## src/rtl/sorter_arbiter.sv

```systemverilog
// sorter_arbiter: round-robin sharing of one 4-entry sorter among NUM_REQ frame sources (SORTER_ARB_FRAME_CHECK_EN adds sof/eof frame checking)
module sorter_arbiter #(
    parameter int DATA_WIDTH   = 16,
    parameter int NUM_REQ      = 4,
    parameter int ID_WIDTH     = 2,
    parameter int DONE_TIMEOUT = 15
) (
    input  logic                          clk,
    input  logic                          rst,
    input  logic [NUM_REQ*DATA_WIDTH-1:0] req_din,
    input  logic [NUM_REQ-1:0]            req_vld,
    input  logic [NUM_REQ-1:0]            req_sof,
    input  logic [NUM_REQ-1:0]            req_eof,
    output logic [NUM_REQ-1:0]            req_rdy,
    output logic [DATA_WIDTH-1:0]         srt_din,
    output logic                          srt_vld,
    output logic                          srt_sof,
    output logic                          srt_eof,
    input  logic [DATA_WIDTH-1:0]         srt_lvl1,
    input  logic [DATA_WIDTH-1:0]         srt_lvl2,
    input  logic [DATA_WIDTH-1:0]         srt_lvl3,
    input  logic [DATA_WIDTH-1:0]         srt_lvl4,
    input  logic                          srt_done,
    output logic [DATA_WIDTH-1:0]         res_lvl1,
    output logic [DATA_WIDTH-1:0]         res_lvl2,
    output logic [DATA_WIDTH-1:0]         res_lvl3,
    output logic [DATA_WIDTH-1:0]         res_lvl4,
    output logic [ID_WIDTH-1:0]           res_id,
    output logic                          res_err,
    output logic                          res_vld,
    input  logic                          res_rdy,
    output logic                          busy
);
    localparam int TW = $clog2(DONE_TIMEOUT + 1);
    typedef enum logic [1:0] {IDLE, FEED, WAIT, RESULT} state_t;
    state_t state, state_nxt;
    logic [ID_WIDTH-1:0] ptr, grant_id, cand_id;
    logic cand_hit, accept, timeout, g_vld, g_sof, g_eof, frm_err;
    logic [DATA_WIDTH-1:0] g_din;
    logic [1:0] beat;
    logic [TW-1:0] tcnt;
    int best_d;

    assign accept  = state == FEED && g_vld;
    assign timeout = tcnt + TW'(1) == TW'(DONE_TIMEOUT);
    assign busy    = state != IDLE;

    // pick the sof-valid requester closest at or after the round-robin pointer
    always_comb begin
        cand_hit = 1'b0;
        cand_id  = '0;
        best_d   = NUM_REQ;
        for (int i = 0; i < NUM_REQ; i++) begin
            if (req_vld[i] && req_sof[i] && (i + NUM_REQ - int'(ptr)) % NUM_REQ < best_d) begin
                cand_hit = 1'b1;
                cand_id  = ID_WIDTH'(i);
                best_d   = (i + NUM_REQ - int'(ptr)) % NUM_REQ;
            end
        end
    end

    // select the granted requester's beat and open only its ready while feeding
    always_comb begin
        g_din   = '0;
        g_vld   = 1'b0;
        g_sof   = 1'b0;
        g_eof   = 1'b0;
        req_rdy = '0;
        for (int i = 0; i < NUM_REQ; i++) begin
            if (grant_id == ID_WIDTH'(i)) begin
                g_din      = req_din[i*DATA_WIDTH +: DATA_WIDTH];
                g_vld      = req_vld[i];
                g_sof      = req_sof[i];
                g_eof      = req_eof[i];
                req_rdy[i] = state == FEED;
            end
        end
    end

    // state register
    always_ff @(posedge clk or negedge rst) begin
        if (!rst) state <= IDLE;
        else      state <= state_nxt;
    end

    // next-state: grant, four accepted beats, sorter done or timeout, result handshake
    always_comb begin
        state_nxt = state;
        case (state)
            IDLE:    state_nxt = cand_hit ? FEED : IDLE;
            FEED:    state_nxt = accept && beat == 2'd3 ? WAIT : FEED;
            WAIT:    state_nxt = srt_done || timeout ? RESULT : WAIT;
            RESULT:  state_nxt = res_rdy ? IDLE : RESULT;
            default: state_nxt = IDLE;
        endcase
    end

    // grant bookkeeping, beat/timeout counters and the registered sorter feed
    always_ff @(posedge clk or negedge rst) begin
        if (!rst) begin
            ptr      <= '0;
            grant_id <= '0;
            beat     <= '0;
            tcnt     <= '0;
            srt_din  <= '0;
            srt_vld  <= 1'b0;
            srt_sof  <= 1'b0;
            srt_eof  <= 1'b0;
        end else begin
            if (state == IDLE && cand_hit) begin
                grant_id <= cand_id;
                ptr      <= cand_id == ID_WIDTH'(NUM_REQ - 1) ? '0 : cand_id + 1'b1;
            end
            if (accept) begin
                srt_din <= g_din;
                beat    <= beat + 2'd1;
            end
            srt_vld <= accept;
            srt_sof <= accept && beat == 2'd0;
            srt_eof <= accept && beat == 2'd3;
            tcnt    <= state == WAIT ? tcnt + 1'b1 : '0;
        end
    end

    // latch the sorter output on done or timeout and hold it until consumed
    always_ff @(posedge clk or negedge rst) begin
        if (!rst) begin
            res_lvl1 <= '0;
            res_lvl2 <= '0;
            res_lvl3 <= '0;
            res_lvl4 <= '0;
            res_id   <= '0;
            res_err  <= 1'b0;
            res_vld  <= 1'b0;
        end else if (state == WAIT && state_nxt == RESULT) begin
            res_lvl1 <= srt_lvl1;
            res_lvl2 <= srt_lvl2;
            res_lvl3 <= srt_lvl3;
            res_lvl4 <= srt_lvl4;
            res_id   <= grant_id;
            res_err  <= !srt_done || frm_err;
            res_vld  <= 1'b1;
        end else if (state == RESULT && res_rdy) begin
            res_vld <= 1'b0;
        end
    end

`ifdef SORTER_ARB_FRAME_CHECK_EN
    // flag any accepted beat whose sof/eof disagrees with its position in the frame
    always_ff @(posedge clk or negedge rst) begin
        if (!rst) frm_err <= 1'b0;
        else if (state == IDLE && cand_hit) frm_err <= 1'b0;
        else if (accept && (g_sof != (beat == 2'd0) || g_eof != (beat == 2'd3))) frm_err <= 1'b1;
    end
`else
    logic frm_unused;
    assign frm_unused = g_sof ^ g_eof;
    assign frm_err    = 1'b0;
`endif
endmodule

```

## config.mk

```make
export PLATFORM = sky130hd
export DESIGN_NAME = sorter_arbiter
export DESIGN_NICKNAME = d
export VERILOG_FILES = /design/src/rtl/sorter_arbiter.sv
export SDC_FILE = /design/constraint.sdc
export NUM_CORES = 1
export LEC_CHECK = 0
export CELL_PAD_IN_SITES_DETAIL_PLACEMENT = 1
export CELL_PAD_IN_SITES_GLOBAL_PLACEMENT = 1
export CORE_MARGIN = 2
export CORE_UTILIZATION = 32
export DETAILED_ROUTE_END_ITERATION = 10
export PLACE_DENSITY_LB_ADDON = 0.1
export SLEW_MARGIN = 20
export SYNTH_ARGS = -nofsm -noshare
export SYNTH_HDL_FRONTEND = slang
export SYNTH_SLANG_ARGS = --single-unit
```

## constraint.sdc

```tcl
create_clock -name clk -period 7 [get_ports clk]
set_input_delay 1.4 -clock clk [delete_from_list [all_inputs] [get_ports clk]]
set_output_delay 1.4 -clock clk [all_outputs]
set_load 0.05 [all_outputs]
```

# Word level (Yosys, flattened, before mapping)
# Index checks and enable logic that the tools add are counted.
# word_totals
out_inout_bits	92
in_bits	144
register_bits	99
elab_cells	97
# op_classes
bitwise	4
n_mux	31
n_eq_ne	10
n_reduce_logical	25
n_lt_le_gt_ge	4
addsub	7
# ops
op	n
less-than comparator 3 x 32 -> 1 bit	3
2-to-1 mux 32 bit	3
2-to-1 mux 16 bit	4
2-to-1 mux 1 bit	17
subtractor 3 x 2 -> 4 bit (first input constant)	4
equality test 2 bit (second input constant)	7
logical AND 1 bit	14
2-to-1 mux 2 bit	5
one-hot mux 2 bit (4 select lines)	1
OR reduction 2 bit	4
logical NOT 2 bit	3
adder 2 x 1 -> 2 bit (second input constant)	2
adder 4 x 1 -> 4 bit (second input constant)	1
AND 1 bit	4
equality test 2 x 1 -> 1 bit (second input constant)	2
equality test 4 bit (second input constant)	1
less-than comparator 3 x 4 -> 1 bit (second input constant)	1
2-to-1 mux 4 bit	1
nonzero test 2 bit	2
logical NOT 1 bit	1
logical OR 1 bit	1

# Longest topological paths before layout
# Gate-level depths: netlist of the first run.
# depth
depth_word	20
mapped_depth	12
ltp_nobuf	12

# Worst setup path before layout of the first run
# No wires, ideal clock.
# synth_timing
path_type	input to register
from	input req_sof[0]
to	register grant_id[0]
setup_slack_ns	3.380
arrival_ns	3.501
cell_stages	12
setup_ns	0.119
path_cell_list	nand2_1 mux2i_1 a22oi_1 ha_1 a21oi_1 o21bai_1 mux2_2 ha_1 nand2b_1 o221ai_1 o2111ai_1 o21a_1
# synth_via
elab_chain_len	13
word_cells_on_any_way	19
# synth_lines
item	line	source
start: declaration	12	input logic [NUM_REQ-1:0] req_sof,
logical AND 1 bit * (2 in series)	54	if (req_vld[i] && req_sof[i] && (i + NUM_REQ - int'(ptr)) % NUM_REQ < best_d) begin
2-to-1 mux 32 bit	54	
less-than comparator 3 x 32 -> 1 bit	54	
logical AND 1 bit	54	
2-to-1 mux 32 bit	54	
less-than comparator 3 x 32 -> 1 bit	54	
logical AND 1 bit	54	
2-to-1 mux 32 bit	54	
less-than comparator 3 x 32 -> 1 bit	54	
logical AND 1 bit	54	
2-to-1 mux 1 bit	54	
logical AND 1 bit	110	if (state == IDLE && cand_hit) begin
end signal: assignment	111	grant_id <= cand_id;
end: declaration	37	logic [ID_WIDTH-1:0] ptr, grant_id, cand_id;
# Every way passes the cells marked *; elsewhere a longest branch is shown, timed or not.
# A chain may end at the register's enable or synchronous reset.

# Worst setup path in the final report of the first run
# layout_timing
from	input req_vld[0]
to	register grant_id[0]
# layout_via
elab_chain_len	13
word_cells_on_any_way	19
# layout_lines
item	line	source
start: declaration	11	input logic [NUM_REQ-1:0] req_vld,
logical AND 1 bit * (2 in series)	54	
2-to-1 mux 32 bit	54	
less-than comparator 3 x 32 -> 1 bit	54	
logical AND 1 bit	54	
2-to-1 mux 32 bit	54	
less-than comparator 3 x 32 -> 1 bit	54	
logical AND 1 bit	54	
2-to-1 mux 32 bit	54	
less-than comparator 3 x 32 -> 1 bit	54	
logical AND 1 bit	54	
2-to-1 mux 1 bit	54	
logical AND 1 bit	110	
# Marked as above.

==> metrics.cfg, run 1 <==
[global_route]
global_route.usage.met1_pct = 20.6
groute.layer.met2.usage_pct = 28.8
grt_antenna_before_repair = 0
grt_pass1_wl_um = 20400
grt_usage_pct = 16.7
grt-busiest-layer = met2
globalRoute.totalOverflow = 0
grt_start_max_net_pins = 59
vias_in_the_first_global_route = 3683
grt.met3_usage_pct = 3.83

[logic_synthesis]
synth_cell_types = 46
ys_warn_count = 0
postSynthCellCount = 297
edff_count_synth = 0
dominant_combinational_cell_family_by_area_after_synthesis = multiplexers
synth_fp_nets = 447
yosys.area_share.xor_xnor_pct = 0.757
synth.area.top_cells = sky130_fd_sc_hd__dfrtp_1 (54%), sky130_fd_sc_hd__mux2_4 (12%), sky130_fd_sc_hd__mux2_2 (11%)
synthArstFlopShare_pct = 100
proportion_of_synthesized_area_in_mux_cells_pct = 31.9
synth-main-ff-cell = sky130_fd_sc_hd__dfrtp_1
yosys.area_share.adder_pct = 1.62
synth.most_common_cell = sky130_fd_sc_hd__dfrtp_1
synth.top_cell.area_share_pct = 53.5
simple_gate_share_of_the_synthesized_area_pct = 4.57
yosys_register_bits = 99
seq_area_frac_synth_pct = 53.5
synthTopCellsByCount = sky130_fd_sc_hd__dfrtp_1 (99), sky130_fd_sc_hd__mux2_2 (46), sky130_fd_sc_hd__mux2_4 (37)
synth_top_area_cell = sky130_fd_sc_hd__dfrtp_1
post_synth.cell_area_avg_um2 = 15.6
synth_compound_area_share_pct = 4.06
post_synth_instance_area_um2 = 4630

[hold_path]
hold-path-cell-count = 1
hold_class = register to register
hp-start = res_vld

[finish]
layout.filler_cells = 1401
layout.area.seq_um2 = 2480
post_route_cells_drive_above_1_share_pct = 23.6
stdcell_area_um2 = 7370
multi_input_comb_area_um2 = 1990
nets = 680
layout-area-overhead-vs-synth_pct = 59.2

[timing]
timing.max_slew.rel_slack_pct = 33.2
post_route_setup_tns_ns = 0
report.final.slew_viol_count = 0
fin_crit_sh_pct = 58.9
period_minus_slack_ns = 4.12
unrepaired_setup_endpoints_after_global_routing = no
tightest_slew_ns = 1.00
clock_skew_ns = 0.00652
max_freq_ghz = 0.243
report.final.hold_viol_count = 0
setup_viol_count_final = 0

[clock_network]
skew_pair_late_insertion_delay_ns = 0.35
cts_num_sinks = 99
ctsHtreeMaxLevel = 3
register_clock_pin_slew_on_the_reported_worst_setup_and_hold_paths_ns = 0.07
cts_inserted_buffers = 9
clockRootBuffer = sky130_fd_sc_hd__clkbuf_16
post_cts_resized = 0
postCtsHoldBufs = 0
ctsLongestPathBuffers = 2
tritoncts = yes
post_cts_buffers = 0

[run_status]
result_of_the_run = finished, final reports clean

[critical_path]
worst_setup_path_end_kind = register
rr_startpoint = ptr[0]
criticalPathCategory = primary input to register
timing.reg2reg.setup_slack_ns = 4.18
worst-r2r-cell-count = 11
startpoint_kind_of_the_worst_setup_timing_path = primary input
cp_common_cell = sky130_fd_sc_hd__ha_1
critPathSlowestCell = sky130_fd_sc_hd__clkdlybuf4s50_1
r2r-end = grant_id[0]
worst-path-max-fanout = 6
cp_num_cells = 13
timing.critical_path.to = grant_id[0]
worst_path_dominant_cell_family = compound AO/OA/AOI/OAI gates
cp-startpoint = req_vld[0]
critical_path.n_buffers_inverters = 1
crit_arrival_ns = 4.36
cp_cell_sequence = clkdlybuf4s50_1 > nand2_1 > mux2i_1 > a22oi_1 > ha_1 > a21oi_1 > o21bai_1 > mux2_2 > ha_1 > nand2b_1 > o221ai_1 > o2111ai_1 > o21a_1
critPathMaxStageDelay_ns = 0.56
worst-endpoint-required_ns = 7.24

[power_and_ir_drop]
cellPowerDensity_nw_per_um2 = 530
p_sw_mw = 1.79
p_int_mw = 2.12
ir_worst_vdd_mv = 0.233
cellLeakagePower_nw = 3.09
netSwitchingFraction_pct = 45.8
power_frac_comb_pct = 60.6
overall_power_after_layout_mw = 3.90
pwr-share-clk_pct = 12.9
sequentialPowerShare_pct = 26.5

[placement]
routabilityCongestion = 0.854
buffer_ports.inserted = 231
hpwlAfterDp_um = 9550
place_area_um2 = 7070

[drt]
drt_first_iter_violations = 144
detailroute.via_count = 3395
vias_per_cell = 4.74
wl_um = 12700
routed_wire_length_per_instance_um = 17.7
detailedRoute.firstPassIterationCount = 4
drc_violations = 0
detail-route-antenna-nets = 0

[floorplanning]
placement_rows = 43
fp.dieArea_um2 = 15400
start_util_pct = 33.1
core-area_um2 = 14000
ios = 236
floorplan.die.width_um = 124
chipHeight_um = 124

[flow_run]
timing.max_cap.violations = 0

worst min-delay path by stage:
stage | endpoint
after detailed placement | res_vld
after floorplan | tcnt[0]
after global routing | tcnt[0]
final | res_vld
after global placement | res_vld
after CTS | res_vld
power groups by stage:
stage	logic [mW]	clock network (mW)	registers (mW)
3_3_place_gp	2.36	0	1.03
5_1_grt	2.47	0.542	1.08
4_1_cts	2.39	0.520	1.04
2_1_floorplan	0.761	0	1.90
3_5_place_dp	2.38	0	1.05
6_report	2.37	0.502	1.04
final cells by class:
type | count | share of cell area (%)
Clock buffer | 9 | 3.06
Clock inverter | 7 | 1.00
Multi-Input combinational cell | 175 | 27.0
Sequential cell | 99 | 33.6
Inverter | 10 | 0.510
Tap cell | 180 | 3.06
Antenna cell | 1 | 0.0340
Timing Repair Buffer | 235 | 31.8
kinds of logic after synthesis:
logic type	after synthesis
AOI/OAI and AO/OA	25
xor gates and xnor gates	4
adders and majority gates	6
buffers and inverters	23
DFF	99
muxes	102
and+or+nand+nor	38
layout by cell type (no fill, tap or decap), types with 5 or more instances in the layout:
| cell type | netlist | routed |
|---|---|---|
| sky130_fd_sc_hd__clkdlybuf4s50_1 | 0 | 230 |
| sky130_fd_sc_hd__dfrtp_1 | 99 | 99 |
| sky130_fd_sc_hd__mux2_2 | 46 | 46 |
| sky130_fd_sc_hd__mux2_4 | 37 | 37 |
| sky130_fd_sc_hd__mux4_2 | 17 | 17 |
| sky130_fd_sc_hd__inv_1 | 10 | 10 |
| sky130_fd_sc_hd__nor2_1 | 10 | 10 |
| sky130_fd_sc_hd__clkbuf_16 | 0 | 9 |
| sky130_fd_sc_hd__nand2_1 | 6 | 6 |
| sky130_fd_sc_hd__ha_1 | 6 | 6 |
| sky130_fd_sc_hd__and3_1 | 5 | 5 |
| sky130_fd_sc_hd__buf_4 | 3 | 5 |
metal layers:
metal | part of all wire [%] | up-vias
li1 | - | 1542
met1 | 42 | 1722
met2 | 52 | 121
met3 | 5.1 | 10
met4 | 1.4 | 0
met5 | 0 | -
state kept, by name (all words and copies together) (netlist names), 2 cells and up:
signal    flops
res_lvl3     16
grant_id      2
ptr           2
res_lvl4     16
state         2
res_id        2
res_lvl1     16
res_lvl2     16
beat          2
srt_din      16
tcnt          4
per-stage QoR:
stage / util (%) / hold slack [ns] / setup WS [ns] / std cells
2_1_floorplan: - / 0.451 / 3.38 / 297
5_1_grt: 52.6 / 0.523 / 2.64 / 715
3_3_place_gp: 50.5 / 0.463 / 2.66 / 699
6_report: 52.7 / 0.483 / 2.88 / 716
3_5_place_dp: 50.5 / 0.468 / 2.55 / 699
4_1_cts: 52.6 / 0.483 / 2.91 / 715
Note: power is estimated with default switching activity, not from simulation.
==> inputs of run 2 (changes only) <==
- CORE_UTILIZATION: 32 -> 28
- clock period: 7 -> 3.5 ns (I/O delays scaled with it)
==> run 2 against run 1 <==
Design area is 1.5% higher. Global-route usage fell by 0.86 points. Clock skew about the same. Cell count increased by 5.9%. Critical path type unchanged.
==> metrics.cfg, run 2 (same netlist as run 1, synthesis figures left out) <==
[global_route]
grt_usage_pct = 15.8  ; -0.86 points
globalRoute.totalOverflow = 0  ; unchanged
vias_in_the_first_global_route = 3850  ; +4.5%
grt_antenna_before_repair = 0  ; unchanged
grt_start_max_net_pins = 60  ; +1.7%
grt_pass1_wl_um = 21700  ; +6.4%

[timing]
clock_skew_ns = 0.00632  ; -0.000201 ns
setup_viol_count_final = 0  ; unchanged
max_freq_ghz = 0.306
finalHoldWorstSlack_ns = 0.390  ; -0.0928 ns
tightest_slew_ns = 0.712  ; -0.289 ns
timing.max_slew.rel_slack_pct = 52.5  ; +19 points
period_minus_slack_ns = 3.27
fin_crit_sh_pct = 93.5
report.final.slew_viol_count = 0  ; unchanged
report.final.hold_viol_count = 0  ; unchanged
unrepaired_setup_endpoints_after_global_routing = no

[power_and_ir_drop]
cellLeakagePower_nw = 3.11  ; +0.91%
overall_power_after_layout_mw = 7.84  ; +100%
ir_worst_vdd_mv = 0.519  ; +120%
cellPowerDensity_nw_per_um2 = 1050  ; +98%

[floorplanning]
fp.dieArea_um2 = 17600  ; +14%
core-area_um2 = 16000  ; +14%
start_util_pct = 28.9  ; -4.2 points
placement_rows = 46  ; +7.0%
chipHeight_um = 133  ; +6.7%
ios = 236  ; unchanged
floorplan.die.width_um = 133  ; +6.7%

[drt]
detailroute.via_count = 3427  ; +0.94%
vias_per_cell = 4.52  ; -4.7%
drt_first_iter_violations = 96  ; -33%
detailedRoute.firstPassIterationCount = 4  ; unchanged
routed_wire_length_per_instance_um = 17.9  ; +0.99%
detail-route-antenna-nets = 0  ; unchanged
drc_violations = 0  ; unchanged
wl_um = 13500  ; +6.9%

[critical_path]
worst_path_dominant_cell_family = compound AO/OA/AOI/OAI gates
worst_setup_path_end_kind = register
worst-path-max-fanout = 5  ; -1
cp_cell_sequence = clkdlybuf4s50_1 > nand2_1 > mux2i_1 > a22oi_1 > ha_1 > a21oi_1 > o21bai_1 > mux2_2 > ha_1 > nand2b_1 > o221ai_1 > o2111ai_1 > o21a_1
startpoint_kind_of_the_worst_setup_timing_path = primary input
critical_path.n_buffers_inverters = 1  ; unchanged
critPathMaxStageDelay_ns = 0.54  ; -0.02 ns
crit_arrival_ns = 3.51  ; -0.85 ns
cp_common_cell = sky130_fd_sc_hd__ha_1
criticalPathCategory = primary input to register
critPathSlowestCell = sky130_fd_sc_hd__clkdlybuf4s50_1
worst-endpoint-required_ns = 3.73  ; -3.51 ns

[run_status]
result_of_the_run = finished, final reports clean

[clock_network]
clockRootBuffer = sky130_fd_sc_hd__clkbuf_16
cts_inserted_buffers = 9  ; unchanged
post_cts_buffers = 0  ; unchanged
ctsLongestPathBuffers = 2  ; unchanged
tritoncts = yes
postCtsHoldBufs = 0  ; unchanged
skew_pair_late_insertion_delay_ns = 0.35  ; about the same
cts_num_sinks = 99  ; unchanged
post_cts_resized = 0  ; unchanged
register_clock_pin_slew_on_the_reported_worst_setup_and_hold_paths_ns = 0.07  ; about the same
ctsHtreeMaxLevel = 3  ; unchanged

[finish]
nets = 687  ; +1.0%
layout-area-overhead-vs-synth_pct = 61.6
antenna-diode-count = 0  ; -1
layout.filler_cells = 1670  ; +19%
finalNonFillerCells = 758  ; +5.9%
mostFrequentLayoutCells = sky130_fd_sc_hd__clkdlybuf4s50_1 (230), sky130_fd_sc_hd__dfrtp_1 (99), sky130_fd_sc_hd__mux2_2 (46), sky130_fd_sc_hd__mux2_4 (37), sky130_fd_sc_hd__mux4_2 (17)
layout.area.seq_um2 = 2480  ; unchanged
mostFrequentLayoutCell = sky130_fd_sc_hd__clkdlybuf4s50_1
stdcell_area_um2 = 7480  ; +1.5%
multi_input_comb_area_um2 = 1990  ; unchanged
post_route_cells_drive_above_1_share_pct = 24.4  ; +0.80 points

[placement]
place_area_um2 = 7190  ; +1.7%
routabilityCongestion = 0.744  ; -13%
hpwlAfterDp_um = 10500  ; +9.6%
buffer_ports.inserted = 231  ; unchanged
placed_cells_incl_taps = 742  ; +6.2%

[flow_run]
timing.max_cap.violations = 0  ; unchanged

[hold_path]
hold_class = primary input to async pin

-- run 2: cell count changes in the layout (fill, tap and decap cells not counted), moves of 2 or more --
cell / previous run / this run
sky130_fd_sc_hd__buf_4: 5 / 10
sky130_fd_sc_hd__buf_12: 0 / 2
sky130_fd_sc_hd__clkinv_2: 2 / 0
sky130_fd_sc_hd__clkbuf_8: 0 / 2
-- run 2: path summary, 6_finish.rpt --
kind | startpoint | endpoint | slack, ns | cells after the start
max in group asynchronous | rst | srt_din[5] | 2.38 | 2
setup / recovery | req_vld[1] | grant_id[0] | 0.23 | 13
setup reg to reg | ptr[0] | grant_id[0] | 0.74 | 11
min in group clk | res_vld | res_vld | 0.48 | 1
hold reg to reg | res_vld | res_vld | 0.48 | 1
hold / removal | rst | res_lvl3[12] | 0.39 | 1
-- run 2: final cells by class --
class / count / area share, %
Sequential cell: 99 / 33.1
Timing Repair Buffer: 242 / 32.3
Multi-Input combinational cell: 175 / 26.6
Tap cell: 216 / 3.61
Clock buffer: 12 / 3.43
Inverter: 10 / 0.502
Clock inverter: 4 / 0.435
-- run 2: metal layers --
metal	vias up	GRT usage [%]	part of all wire [%]
met4	0	6.09	2.4
met5	-	0	0
met1	1722	18.6	41
met2	124	27.7	52
met3	22	4.06	5.0
li1	1559	-	-
-- run 2: metrics by stage --
| stage | util, % | setup TNS [ns] | setup WS, ns |
|---|---|---|---|
| after global placement | 44.9 | 0 | 0.0520 |
| after floorplan | - | 0 | 0.580 |
| after CTS | 46.7 | 0 | 0.253 |
| final | 46.7 | 0 | 0.229 |
| after global routing | 46.7 | 0 | 0.0676 |
| after detailed placement | 44.9 | -0.278 | -0.0913 |
-- run 2: power by group --
part | internal [mW] | switching, mW
combinational | 2.00 | 2.82
sequential | 1.71 | 0.348
clock | 0.526 | 0.449
total | 4.23 | 3.61
==> inputs of run 3 (changes only) <==
- CTS_CLUSTER_SIZE: default -> 28
- clock period: 3.5 -> 2.85 ns (I/O delays scaled with it)
==> run 3 against run 2 <==
Clock skew is 0.00069 ns higher. Power grew 28%. Worst setup slack worse by 0.10 ns. Critical path depth unchanged. Highest routed layer unchanged.
==> metrics.cfg, run 3 (same netlist as run 1, synthesis figures left out) <==
[floorplanning]
chipHeight_um = 133  ; unchanged
core-area_um2 = 16000  ; unchanged
placement_rows = 46  ; unchanged
floorplan.die.width_um = 133  ; unchanged
start_util_pct = 28.9  ; unchanged
ios = 236  ; unchanged
fp.dieArea_um2 = 17600  ; unchanged

[finish]
antenna-diode-count = 0  ; unchanged
layout.filler_cells = 1647  ; -1.4%
finalNonFillerCells = 766  ; +1.1%
nets = 696  ; +1.3%
multi_input_comb_area_um2 = 2040  ; +2.8%
mostFrequentLayoutCell = sky130_fd_sc_hd__clkdlybuf4s50_1
stdcell_area_um2 = 7670  ; +2.6%
layout-area-overhead-vs-synth_pct = 65.9
mostFrequentLayoutCells = sky130_fd_sc_hd__clkdlybuf4s50_1 (223), sky130_fd_sc_hd__dfrtp_1 (99), sky130_fd_sc_hd__mux2_2 (45), sky130_fd_sc_hd__mux2_4 (38), sky130_fd_sc_hd__buf_4 (19)
layout.area.seq_um2 = 2480  ; unchanged
post_route_cells_drive_above_1_share_pct = 27.6  ; +3.3 points

[critical_path]
worst-endpoint-required_ns = 3.08  ; -0.65 ns
crit_arrival_ns = 2.96  ; -0.55 ns
worst-path-max-fanout = 3  ; -2
cp-startpoint = req_vld[0]
worst_setup_path_end_kind = register
rr_startpoint = ptr[0]
startpoint_kind_of_the_worst_setup_timing_path = primary input
criticalPathCategory = primary input to register
worst-r2r-cell-count = 11  ; unchanged
r2r-end = ptr[1]
timing.reg2reg.setup_slack_ns = 0.18  ; -0.56 ns

[drt]
detailedRoute.firstPassIterationCount = 6  ; +2
detailroute.via_count = 3482  ; +1.6%
vias_per_cell = 4.55  ; +0.54%
routed_wire_length_per_instance_um = 17.8  ; -0.32%
wl_um = 13600  ; +0.73%
drt_first_iter_violations = 61  ; -36%
drc_violations = 0  ; unchanged
detail-route-antenna-nets = 0  ; unchanged

[clock_network]
skew_pair_late_insertion_delay_ns = 0.35  ; about the same
cts_inserted_buffers = 9  ; unchanged
register_clock_pin_slew_on_the_reported_worst_setup_and_hold_paths_ns = 0.07  ; about the same
cts_num_sinks = 99  ; unchanged
tritoncts = yes
postCtsHoldBufs = 0  ; unchanged
ctsHtreeMaxLevel = 3  ; unchanged
ctsLongestPathBuffers = 2  ; unchanged
clockRootBuffer = sky130_fd_sc_hd__clkbuf_16

[power_and_ir_drop]
cellPowerDensity_nw_per_um2 = 1310  ; +25%
netSwitchingFraction_pct = 44.8  ; -1.2 points
sequentialPowerShare_pct = 25.1  ; -1.1 points
overall_power_after_layout_mw = 10.0  ; +28%
p_sw_mw = 4.50  ; +24%
ir_worst_vdd_mv = 0.521  ; +0.46%
p_int_mw = 5.53  ; +31%
power_frac_comb_pct = 60.9  ; -0.5 points
pwr-share-clk_pct = 14.0  ; +1.6 points
cellLeakagePower_nw = 3.22  ; +3.3%

[global_route]
grt_start_max_net_pins = 56  ; -6.7%
globalRoute.totalOverflow = 0  ; unchanged
vias_in_the_first_global_route = 3882  ; +0.83%
grt_antenna_before_repair = 0  ; unchanged
grt_usage_pct = 15.9  ; +0.041 points
grt_pass1_wl_um = 21800  ; +0.16%

[placement]
placed_cells_incl_taps = 747  ; +0.67%
buffer_ports.inserted = 231  ; unchanged
hpwlAfterDp_um = 10400  ; -0.60%
place_area_um2 = 7260  ; +0.94%
routabilityCongestion = 0.771  ; +3.6%

[timing]
post_route_setup_tns_ns = 0  ; unchanged
report.final.slew_viol_count = 0  ; unchanged
report.final.hold_viol_count = 0  ; unchanged
fin_crit_sh_pct = 95.6
period_minus_slack_ns = 2.72
timing.max_slew.rel_slack_pct = 59.5  ; +7.0 points
setup_viol_count_final = 0  ; unchanged
max_freq_ghz = 0.367
tightest_slew_ns = 0.608  ; -0.104 ns
clock_skew_ns = 0.00701  ; +0.000690 ns

[hold_path]
hold_class = primary input to async pin

[run_status]
result_of_the_run = finished, final reports clean

[flow_run]
timing.max_cap.violations = 0  ; unchanged

[run 3: cell count changes in the layout (fill, tap and decap cells not counted), moves of 2 or more]
| cell | before | now |
|---|---|---|
| sky130_fd_sc_hd__buf_12 | 2 | 5 |
| sky130_fd_sc_hd__ha_1 | 6 | 4 |
| sky130_fd_sc_hd__clkbuf_8 | 2 | 0 |
| sky130_fd_sc_hd__bufinv_16 | 0 | 3 |
| sky130_fd_sc_hd__clkdlybuf4s50_1 | 230 | 223 |
| sky130_fd_sc_hd__ha_4 | 0 | 2 |
| sky130_fd_sc_hd__buf_4 | 10 | 19 |
| sky130_fd_sc_hd__clkinvlp_4 | 2 | 0 |
| sky130_fd_sc_hd__dlygate4sd2_1 | 0 | 4 |
[run 3: critical path, stage by stage]
cell and delay, ns:
sky130_fd_sc_hd__dlygate4sd2_1 0.25, sky130_fd_sc_hd__nand2_2 0.09, sky130_fd_sc_hd__mux2i_1 0.23, sky130_fd_sc_hd__a22oi_2 0.14, sky130_fd_sc_hd__ha_4 0.29, sky130_fd_sc_hd__a21oi_2 0.06, sky130_fd_sc_hd__o21bai_2 0.15, sky130_fd_sc_hd__mux2_4 0.34
sky130_fd_sc_hd__ha_4 0.15, sky130_fd_sc_hd__and3b_1 0.24, sky130_fd_sc_hd__o221ai_2 0.12, sky130_fd_sc_hd__buf_4 0.15, sky130_fd_sc_hd__a41o_1 0.17
[run 3: layout make-up]
class | count | share of cell area, %
inverters | 10 | 0.489
clock buffers | 9 | 2.93
well taps | 216 | 3.52
multi-input cells | 175 | 26.6
clock inverters | 6 | 1.47
repair buffers | 251 | 32.7
flip-flops and latches | 99 | 32.3
[run 3: what timing repair did]
action | CTS | global route
pin swaps | 7 | 2
endpoints found under the setup margin | 4 | 4
hold endpoints to repair | 0 | 0
setup buffers | 4 | 0
gates resized for setup | 9 | 4
[run 3: per-layer routing]
| layer | GRT usage, % | share of wire [%] |
|---|---|---|
| met5 | 0 | 0 |
| met4 | 6.45 | 2.7 |
| met3 | 3.49 | 4.6 |
| met2 | 28.0 | 53 |
| met1 | 18.7 | 40 |
[run 3: through the flow]
stage	hold WS (ns)	utilization, %	setup WS (ns)
final	0.216	48.0	0.125
after global routing	0.253	48.0	-0.00838
after global placement	0.470	45.3	-0.477
after detailed placement	0.482	45.3	-0.564
after floorplan	0.274	-	0.0598
after CTS	0.242	47.8	0.105
[run 3: worst max-delay path by stage]
stage	end	slack, ns	cells after the start
after floorplan	grant_id[0]	0.06	12
after global placement	grant_id[0]	-0.48	13
after detailed placement	grant_id[0]	-0.56	13
after CTS	grant_id[0]	0.10	13
after global routing	grant_id[0]	-0.008	13
final	ptr[1]	0.13	13
[run 3: power by group through the flow]
stage / clock [mW] / combinational [mW] / sequential [mW]
detailed placement: 0 / 6.04 / 2.55
floorplan: 0 / 1.87 / 4.67
finish: 1.40 / 6.11 / 2.51
global placement: 0 / 5.97 / 2.50
global route: 1.51 / 6.40 / 2.62
CTS: 1.46 / 6.12 / 2.53
==> RTL edit 1: new RTL, flow settings as in run 1 <==
Build with the macro `SORTER_ARB_FRAME_CHECK_EN` defined.
--- a/src/rtl/sorter_arbiter.sv
+++ b/src/rtl/sorter_arbiter.sv
@@ -1,4 +1,6 @@
 // sorter_arbiter: round-robin sharing of one 4-entry sorter among NUM_REQ frame sources (SORTER_ARB_FRAME_CHECK_EN adds sof/eof frame checking)
+`define SORTER_ARB_FRAME_CHECK_EN
+
 module sorter_arbiter #(
     parameter int DATA_WIDTH   = 16,
     parameter int NUM_REQ      = 4,
Formal check against the unedited RTL: no difference found for any inputs over 4 cycles, from zero or initial values and one cycle with rst low; that may be too few to reach the edited logic, so the function may still have changed.
==> RTL edit 1 against run 1 <==
- wire length rose by 96%
- total power decreased by 30%
- setup slack lost 0.11 ns
- synthesized cell count up 140%
- clock power increased by 5.6%
- sequential cell count grew 1
- die area increased by 42%
- global-route usage rose by 6.1 points
- sequential share of layout area fell by 7.1 points
- cell area grew 28%
- sequential power shrank 23%
- area after synthesis increased by 44%
- largest cell class is now multi-input gates
==> RTL edit 1: results <==
metrics = {
    "outcome": {
        "outcome": "finished clean",
    },
    "yosys": {
        "yosys_warnings": 0,
        "synthAdderAreaFrac_pct": 1.13,
        "synthMuxAreaShare_pct": 9.98,
        "yosys-top-cells-count": "100 x dfrtp_1, 70 x nor2b_1, 69 x nand3_1, 68 x and3_1",
        "synth_fp_nets": 853,
        "ys.flop_type": "dfrtp_1",
        "async_flop_share_pct": 100,
        "synth-xor-area-share_pct": 0.921,
        "synth-compound-area-share_pct": 24.2,
        "synth-seq-area-share_pct": 37.6,
        "synth_area_leaders": "dfrtp_1 38%, a221oi_1 8.7%, o211ai_1 7.4%",
        "synth_cell_types": 44,
    },
    "worst_setup_path": {
        "r2r-start": "ptr[0]$_DFFE_PN0P_",
        "critPathArrivalTime_ns": 4.52,
        "cp-startpoint": "req_vld[1]",
        "critical_path.top_delay_family": "compound AO/OA/AOI/OAI gates",
        "start_kind": "input pin",
        "cp-endpoint": "ptr[0]$_DFFE_PN0P_",
        "slowest_stage": "clkdlybuf4s50_1",
        "ff2ff_path_depth": 13,
        "crit_fanout": 6,
        "slowest_delay_ns": 0.58,
        "rrSetupSlack_ns": 3.82,
    },
    "global_route": {
        "grtUsageTotal_pct": 22.8,
        "grt_pass1_wl_um": 40200,
        "grt_pass1_vias": 7497,
        "antenna_found_initial": 1,
        "grt_max_degree": 87,
    },
    "power": {
        "vdd_drop_max_mv": 0.136,
        "leakage_nw": 3.43,
    },
    "cts": {
        "cts_resized": 0,
        "cts_buffers": 9,
        "post_cts_buffers": 0,
        "cts-root-buf": "clkbuf_16",
        "h-tree-depth": 3,
        "cts.clk_slew.worst_paths_ns": 0.07,
        "insertion_delay_ns": 0.36,
        "cts_max_path_buffers": 2,
    },
    "timing": {
        "tightest_slew_ns": 1.02,
        "period_minus_slack_ns": 4.23,
        "worst_clock_skew_ns": 0.0109,
    },
    "final_layout": {
        "nNetsFinal": 1028,
        "drive_above_1_share_pct": 7.93,
    },
    "route": {
        "dr_total_vias": 6673,
        "routedWlPerCell_um": 21.5,
        "drt_iter0_drc": 311,
        "dr.pass1.iters": 4,
    },
    "placed_design": {
        "io_buffers": 235,
        "gp_congestion": 0.737,
        "dpl_cell_area_um2": 9130,
        "pre_cts_slack_ns": 2.45,
        "hpwl_um": 16100,
    },
    "hold_path": {
        "hold_class": "reg -> reg",
    },
}
## RTL edit 1: worst min-delay path by stage
stage                 startpoint  cells past startpoint                end  slack [ns]
4_1_cts        tcnt[0]$_DFF_PN0_                      1  tcnt[0]$_DFF_PN0_        0.49
6_report       tcnt[0]$_DFF_PN0_                      1  tcnt[0]$_DFF_PN0_        0.49
3_3_place_gp   tcnt[0]$_DFF_PN0_                      1  tcnt[0]$_DFF_PN0_        0.47
2_1_floorplan  tcnt[0]$_DFF_PN0_                      1  tcnt[0]$_DFF_PN0_        0.45
3_5_place_dp   tcnt[0]$_DFF_PN0_                      1  tcnt[0]$_DFF_PN0_        0.48
5_1_grt        tcnt[0]$_DFF_PN0_                      1  tcnt[0]$_DFF_PN0_        0.51
## RTL edit 1: metrics by stage
stage / cells / hold WS (ns)
detailed placement: 1137 / 0.482
finish: 1154 / 0.486
floorplan: 703 / 0.454
CTS: 1153 / 0.490
global route: 1154 / 0.512
global placement: 1137 / 0.472
## RTL edit 1: final cells by class
class	count	area, um2
fillers	2267	10900
multi-input cells	515	3840
flip-flops and latches	100	2500
repair buffers	245	2420
well taps	270	338
clock buffers	12	256
clock inverters	4	47.5
inverters	7	28.8
diodes	1	2.50
## RTL edit 1: logic make-up (layout without fill, tap and decap cells)
kind of cell,count (synthesis),after routing
buffers and inverters,88,268
DFF,100,100
other,0,1
AOI/OAI and AO/OA,227,227
xor gates and xnor gates,7,7
muxes,35,35
and+or+nand+nor,240,240
adders and majority gates,6,6
## RTL edit 1: layer usage
metal,track usage (%),vias to the layer above,wire length [um]
li1,-,3058,-
met5,0,-,0
met1,27.5,3444,10700
met4,6.38,0,249
met3,4.42,19,1040
met2,41.4,152,12900
## RTL edit 1: report_power, final
part           switching, mW  internal [mW]
registers              0.108          0.695
clock network          0.234          0.296
logic                  0.793          0.610
==> RTL edit 2: new RTL, flow settings as in run 1 <==
Without the edit above. Register the output `res_err` once more, with the module's reset; this adds one clock of latency there. The other outputs are not delayed to match.
--- a/src/rtl/sorter_arbiter.sv
+++ b/src/rtl/sorter_arbiter.sv
@@ -33,6 +33,8 @@
 );
     localparam int TW = $clog2(DONE_TIMEOUT + 1);
     typedef enum logic [1:0] {IDLE, FEED, WAIT, RESULT} state_t;
+
+    logic res_err_s0;
     state_t state, state_nxt;
     logic [ID_WIDTH-1:0] ptr, grant_id, cand_id;
     logic cand_hit, accept, timeout, g_vld, g_sof, g_eof, frm_err;
@@ -130,7 +132,7 @@
             res_lvl3 <= '0;
             res_lvl4 <= '0;
             res_id   <= '0;
-            res_err  <= 1'b0;
+            res_err_s0 <= 1'b0;
             res_vld  <= 1'b0;
         end else if (state == WAIT && state_nxt == RESULT) begin
             res_lvl1 <= srt_lvl1;
@@ -138,7 +140,7 @@
             res_lvl3 <= srt_lvl3;
             res_lvl4 <= srt_lvl4;
             res_id   <= grant_id;
-            res_err  <= !srt_done || frm_err;
+            res_err_s0 <= !srt_done || frm_err;
             res_vld  <= 1'b1;
         end else if (state == RESULT && res_rdy) begin
             res_vld <= 1'b0;
@@ -157,5 +159,13 @@
     assign frm_unused = g_sof ^ g_eof;
     assign frm_err    = 1'b0;
 `endif
+    always_ff @(posedge clk or negedge rst) begin
+        if (!rst) begin
+            res_err <= '0;
+        end else begin
+            res_err <= res_err_s0;
+        end
+    end
+
 endmodule
 
Behaviour: same outputs for any inputs over 4 cycles, from zero or initial values and one cycle with rst low; that may be too few to reach the edited logic, so the function may still have changed.
==> RTL edit 2 against run 1 <==
- wire length up 1.1%
- sequential share of layout area up 0.13 points
- area after synthesis up 0.54%
- worst hold slack worse by 0.095 ns
- cell count up 0.56%
- total power up 1.1%
- setup slack better by 0.015 ns
- cell area up 0.63%
- sequential cell count up 1
- register-to-register slack better by 0.02 ns
- global-route usage up 0.49 points
- critical path type unchanged
- critical endpoint unchanged
- largest cell class unchanged
==> RTL edit 2: results <==
metrics = {
    "global_route": {
        "grt_pass1_wl_um": 21000,
        "grt_max_degree": 77,
        "met1_usage_pct": 20.6,
        "grt_pass1_vias": 3781,
        "grtUsageTotal_pct": 17.2,
        "met3_usage_pct": 5.07,
    },
    "outcome": {
        "outcome": "finished clean",
    },
    "yosys": {
        "yosys-top-cells-count": "100 x dfrtp_1, 46 x mux2_2, 37 x mux2_4, 17 x mux4_2",
        "synthAdderAreaFrac_pct": 1.61,
        "syn_inst": 298,
        "synth-compound-area-share_pct": 4.03,
        "synthMuxAreaShare_pct": 31.7,
        "synth-seq-area-share_pct": 53.8,
        "synth-xor-area-share_pct": 0.753,
        "synth_area_leaders": "dfrtp_1 54%, mux2_4 12%, mux2_2 11%",
    },
    "placed_design": {
        "gp_congestion": 0.815,
        "pre_cts_slack_ns": 2.53,
        "dpl_cell_area_um2": 7100,
        "hpwl_um": 9750,
        "placed_cells": 704,
    },
    "final_layout": {
        "fillers": 1429,
        "nNetsFinal": 681,
    },
    "route": {
        "wl_met2_um": 6720,
        "drt_iter0_drc": 85,
        "vias_per_cell": 4.70,
        "route.met3.wl_um": 739,
        "wl_met1_um": 5190,
        "drt_wl_total_um": 12800,
        "dr_total_vias": 3381,
    },
    "power": {
        "p_per_area_nw_per_um2": 532,
        "p_sw_mw": 1.81,
        "power_frac_comb_pct": 60.5,
        "leakage_nw": 3.10,
    },
    "worst_setup_path": {
        "rrSetupSlack_ns": 4.20,
    },
    "timing": {
        "worst_clock_skew_ns": 0.0107,
        "clock.fmax_ghz": 0.244,
        "fin_hold_ws_ns": 0.387,
        "relSlewSlack_pct": 35.8,
    },
    "hold_path": {
        "hold_depth": 0,
        "min_to": "res_err$_DFF_PN0_",
        "hp-start": "res_err_s0$_DFFE_PN0P_",
    },
}
RTL edit 2: worst max path at each step:
stage | depth (start not counted) | from | end
detailed placement | 13 | req_vld[0] | grant_id[0]$_DFFE_PN0P_
CTS | 13 | req_vld[0] | grant_id[0]$_DFFE_PN0P_
global route | 13 | req_vld[0] | grant_id[0]$_DFFE_PN0P_
global placement | 13 | req_vld[0] | grant_id[0]$_DFFE_PN0P_
finish | 13 | req_vld[0] | grant_id[0]$_DFFE_PN0P_
floorplan | 12 | req_sof[0] | grant_id[0]$_DFFE_PN0P_
RTL edit 2: final cells by class:
cell class | count | area [um2] | share of cell area, %
clock buffers | 10 | 239 | 3.22
clock inverters | 6 | 78.8 | 1.06
inverters | 10 | 37.5 | 0.506
flip-flops and latches | 100 | 2500 | 33.8
repair buffers | 235 | 2340 | 31.6
well taps | 184 | 230 | 3.11
multi-input cells | 175 | 1990 | 26.8
